### src/rtl/commit_trace_tx.sv
// Commit-trace transmitter: queues {write_data, pc} commit records and streams
// them as HDR-prefixed little-endian byte records, closing with a TERM byte.
module commit_trace_tx #(
  parameter int          DEPTH = 8,
  parameter logic [7:0]  HDR   = 8'hA5,
  parameter logic [7:0]  TERM  = 8'hEB
) (
  input  logic        clock,
  input  logic        reset,
  input  logic        inst_commit,
  input  logic [63:0] pc,
  input  logic [63:0] write_data,
  input  logic        cpu_ebreak_sign,
  output logic        out_valid,
  input  logic        out_ready,
  output logic [7:0]  out_data,
  output logic        overflow,
  output logic [31:0] dropped_count,
  output logic        trace_done
);

  localparam int AW = $clog2(DEPTH);

  localparam logic [1:0] S_IDLE = 2'd0;
  localparam logic [1:0] S_SEND = 2'd1;
  localparam logic [1:0] S_TERM = 2'd2;
  localparam logic [1:0] S_DONE = 2'd3;

  logic [1:0]    state;
  logic [127:0]  mem [DEPTH];
  logic [AW-1:0] wr_ptr;
  logic [AW-1:0] rd_ptr;
  logic [AW:0]   count;
  logic [127:0]  shreg;
  logic [4:0]    idx;
  logic          ebreak_pending;

  logic full;
  logic empty;
  logic pop;
  logic live_commit;
  logic push;
  logic drop;
  logic fire;

  assign full        = (count == (AW+1)'(DEPTH));
  assign empty       = (count == '0);
  assign pop         = (state == S_IDLE) && !empty;
  assign live_commit = inst_commit && !ebreak_pending;
  // A full FIFO still takes a commit when the head leaves in the same cycle.
  assign push        = live_commit && (!full || pop);
  assign drop        = live_commit && full && !pop;
  assign fire        = out_valid && out_ready;

  // NOTE: every signal written here gets a default first, so no latch is inferred.
  always_comb begin
    out_valid  = (state == S_SEND) || (state == S_TERM);
    trace_done = (state == S_DONE);
    out_data   = 8'h00;
    case (state)
      S_SEND:  out_data = (idx == 5'd0) ? HDR : shreg[7:0];
      S_TERM:  out_data = TERM;
      default: out_data = 8'h00;
    endcase
  end

  // NOTE: the record store has no reset; its contents are unreachable once the pointers and count clear.
  always_ff @(posedge clock) begin
    if (push) mem[wr_ptr] <= {write_data, pc};
  end

  // NOTE: sequential state uses non-blocking assignments only, so every read sees the pre-edge value.
  always_ff @(posedge clock or posedge reset) begin
    if (reset) begin
      state          <= S_IDLE;
      wr_ptr         <= '0;
      rd_ptr         <= '0;
      count          <= '0;
      shreg          <= '0;
      idx            <= '0;
      ebreak_pending <= 1'b0;
      overflow       <= 1'b0;
      dropped_count  <= '0;
    end else begin
      if (push) wr_ptr <= wr_ptr + AW'(1);
      if (pop)  rd_ptr <= rd_ptr + AW'(1);
      case ({push, pop})
        2'b10:   count <= count + (AW+1)'(1);
        2'b01:   count <= count - (AW+1)'(1);
        default: count <= count;
      endcase

      if (drop) begin
        overflow <= 1'b1;
        if (dropped_count != 32'hFFFF_FFFF) dropped_count <= dropped_count + 32'd1;
      end

      if (cpu_ebreak_sign) ebreak_pending <= 1'b1;

      case (state)
        S_IDLE: begin
          if (pop) begin
            shreg <= mem[rd_ptr];
            idx   <= '0;
            state <= S_SEND;
          end else if (ebreak_pending) begin
            state <= S_TERM;
          end
        end
        S_SEND: begin
          if (fire) begin
            if (idx == 5'd16) begin
              state <= S_IDLE;
            end else begin
              idx <= idx + 5'd1;
              // Byte 0 is the header; payload bytes shift out from the low end.
              if (idx != 5'd0) shreg <= shreg >> 8;
            end
          end
        end
        S_TERM: begin
          if (fire) state <= S_DONE;
        end
        default: state <= S_DONE;
      endcase
    end
  end

endmodule

### config.mk
export PLATFORM = sky130hd
export DESIGN_NAME = commit_trace_tx
export DESIGN_NICKNAME = d
export VERILOG_FILES = /design/src/rtl/commit_trace_tx.sv
export SDC_FILE = /design/constraint.sdc
export NUM_CORES = 1
export LEC_CHECK = 0
export BUFFER_PORTS_ARGS = -buffer_cell sky130_fd_sc_hd__clkbuf_2
export CAP_MARGIN = 10
export CORE_AREA = 5 5 333 580
export CTS_CLUSTER_DIAMETER = 80
export DETAILED_ROUTE_END_ITERATION = 8
export DIE_AREA = 0 0 338 585
export PLACE_DENSITY = 0.39
export SKIP_LAST_GASP = 1
export SLEW_MARGIN = 20
export SYNTH_ARGS = -nofsm -noshare
export SYNTH_HDL_FRONTEND = slang
export SYNTH_SLANG_ARGS = --single-unit
### constraint.sdc
create_clock -name clock -period 13.17 [get_ports clock]
set_clock_uncertainty 0.1 [all_clocks]
set_input_delay 2.634 -clock clock [delete_from_list [all_inputs] [get_ports clock]]
set_output_delay 2.634 -clock clock [all_outputs]
set_load 0.03 [all_outputs]
==> flow_metrics.py <==
metrics = {
    "power_and_ir_drop": {
        "p_sw_frac": 0.199,
        "leakagePower_nw": 17.2,
        "power_density_mw_per_mm2": 139,
        "p_int_w": 0.00605,
        "ir_drop_v": 0.000102,
        "combPwrFrac": 0.010,
        "power_frac_clock": 0.441,
        "sequentialPowerShare": 0.548,
        "switching_power_w": 0.00151,
    },
    "finish": {
        "final_common_cell": "edfxtp_1",
        "area_delta_synth_final_pct": 16.5,
        "final_cell_mix": "edfxtp_1 (1024), mux4_2 (256), dfrtp_1 (176), clkbuf_2 (175), nand2_1 (153)",
        "drive_gt1_frac": 0.296,
        "stdcell_count": 5074,
        "final_nets": 2658,
    },
    "route": {
        "first_iter_violations": 1155,
        "route.detailed.drc": 0,
        "wire_per_inst_um": 23.5,
        "final_antenna_net_count": 0,
        "wl_um": 119000,
        "drtPass1Iterations": 4,
        "via_count": 22171,
        "via_per_inst": 4.37,
    },
    "grt": {
        "grt_max_degree": 169,
        "grt.overflow.total": 0,
        "antenna_found_initial": 37,
        "grt_pass1_wl_um": 174000,
        "track_usage": 0.121,
        "grt_pass1_vias": 24476,
    },
    "sta": {
        "rsz0062_at_grt": "no",
        "relSlewSlack": 0.272,
        "fin_crit_ns": 5.91,
        "setup_viol": 0,
        "drv_slew": 0,
        "tightest_slew_ns": 1.09,
        "timing.final.hold_violations": 0,
        "finalSetupTns_ns": 0,
        "fmax_mhz": 169,
        "post-route-period-util": 0.449,
    },
    "logic_synthesis": {
        "synth_fp_nets": 2451,
        "yosys_most_used_dff": "edfxtp_1",
        "synth_edf_count": 1024,
        "syn_inst": 2308,
        "synth_cell_types": 46,
        "ys_seq_elements": 1203,
        "seq_area_frac_synth": 0.755,
        "synth_area_mm2": 0.0467,
        "async_flop_share": 0.149,
        "yosysWarnings": 0,
        "avgSynthCellArea_um2": 20.2,
    },
    "setup_path": {
        "cp.required_ns": 10.44,
        "worstReg2RegEnd": "mem[4][6]",
        "cp-start-kind": "flip-flop",
        "end_kind": "primary output",
        "startpoint": "state[1]",
        "r2r_slack_ns": 8.52,
        "r2r-start": "state[0]",
        "r2r_cells": 8,
        "worstSetupEndpoint": "out_data[5]",
        "cp_max_fo": 89,
        "cp.arrival_ns": 3.18,
        "critPathKind": "reg -> out",
    },
    "floorplan": {
        "dieWidth_um": 338,
        "die-area_mm2": 0.198,
        "rows": 211,
        "die_h_um": 585,
        "core_mm2": 0.188,
        "ioPinCount": 176,
        "initial_utilization": 0.248,
    },
    "clock_network": {
        "cts.clk_slew.worst_paths_ns": 0.06,
        "hold_buffers": 0,
        "post_cts_buffers": 0,
        "clk_latency_ns": 0.73,
        "root_buffer": "clkbuf_16",
        "cts_tree": "yes",
        "cts_htree_levels": 3,
        "numCtsBuffers": 117,
        "cts_resized": 0,
        "clockBufferDepth": 3,
        "clkSinkCount": 1203,
    },
    "job": {
        "cap_viol_max_count": 0,
    },
    "placed_design": {
        "place_congestion": 0.700,
        "dp.cells": 4845,
        "dp_hpwl_um": 66900,
        "port_buffers": 175,
    },
    "min_path": {
        "holdPathStages": 1,
        "hold_start": "overflow",
        "hp-class": "reg -> reg",
    },
    "status": {
        "status": "complete, no violations",
    },
}
cells in the mapped netlist (2+ instances only):
master    number  area share
or3_1          4     0.00054
ha_1          10      0.0027
nor2_1        29      0.0023
nor2b_1        2     0.00027
mux2_2       124       0.030
clkbuf_1      61      0.0049
mux2i_1      133       0.029
or2_2          2     0.00027
or4_1          3     0.00048
o311ai_0       2     0.00038
edfxtp_1    1024        0.66
nand3_1       16      0.0017
buf_1         31      0.0025
inv_1         11     0.00088
nand2b_1       5     0.00067
a21oi_1        7     0.00075
a22o_1         4     0.00075
o211ai_1       2     0.00032
mux4_2       256        0.12
o21a_1         6     0.00096
nand4_1       11      0.0015
nand2_1      154       0.012
xor2_1        14      0.0026
nor4_1         3     0.00040
nor3_1        10      0.0011
nor4bb_1       2     0.00043
dfrtp_1      179       0.096
buf_2         27      0.0029
a31oi_1        3     0.00040
o21ai_0      136       0.015
nor3b_1        2     0.00032
and3_1         5     0.00067
xnor2_1       17      0.0032
per-stage QoR:
step	utilization	total power [W]	hold slack (ns)	area, µm²	setup slack [ns]
2_1_floorplan	-	0.00423	0.342	46700	0.498
3_3_place_gp	0.269	0.00429	0.357	50600	6.59
3_5_place_dp	0.269	0.00430	0.355	50600	6.62
4_1_cts	0.289	0.00769	0.369	54400	7.04
5_1_grt	0.289	0.00784	0.381	54400	7.01
6_report	0.289	0.00755	0.369	54400	7.26
area by class of cell:
class                           count  area, µm²
Tap cell                         2449       3060
Multi-Input combinational cell    975      11000
Antenna cell                        9       22.5
Sequential cell                  1203      35200
Timing Repair Buffer              207       1230
Clock inverter                     53        547
Inverter                           11       48.8
Fill cell                       18552     134000
Clock buffer                      167       3250
power by group through the flow:
stage               sequential [W]  combinational, W  clock (W)
floorplan                  0.00422         0.0000152          0
detailed placement         0.00422         0.0000825          0
global route               0.00414         0.0000907    0.00361
finish                     0.00414         0.0000789    0.00333
CTS                        0.00414         0.0000825    0.00346
global placement           0.00422         0.0000758          0
cell families (layout without fill, tap and decap cells):
group           Yosys count  after routing  share of synthesized area
flops                  1203           1203                      0.755
mux                     513            513                      0.182
simple gates            254            254                     0.0243
compound gates          166            166                     0.0192
buf+inv                 130            438                     0.0112
xor+xnor                 32             32                    0.00616
fa+ha+maj                10             10                    0.00268
other cells               0              9                          0
layer usage:
metal  wire length (µm)  part of all wire  global-route usage  vias up
met5                120            0.0010                   0        -
met3               5290             0.044              0.0249      175
met2              64200              0.54               0.224      367
met4               2570             0.021              0.0342       22
met1              47200              0.40               0.141    11879
li1                   -                 -                   -     9728
flip-flops by register name (all words and copies together), names as in the netlist:
| name | flops |
|---|---|
| dropped_count | 32 |
| mem | 1024 |
| idx | 5 |
| wr_ptr | 3 |
| count | 4 |
| shreg | 128 |
| rd_ptr | 3 |
| ebreak_pending | 1 |
| overflow | 1 |
| state | 2 |
worst min-delay path by stage:
| stage | end | slack (ns) |
|---|---|---|
| global route | overflow | 0.38 |
| CTS | overflow | 0.37 |
| detailed placement | overflow | 0.35 |
| floorplan | shreg[4] | 0.34 |
| global placement | overflow | 0.36 |
| finish | overflow | 0.37 |
worst max-delay path, cell delays in order (launching register included):
cell and delay [ns]:
dfrtp_1 0.40, inv_1 0.13, ha_4 0.70, buf_12 0.66
o21a_1 0.23, o21a_1 0.11, clkbuf_2 0.20
Power figures use the tool's default switching activity.
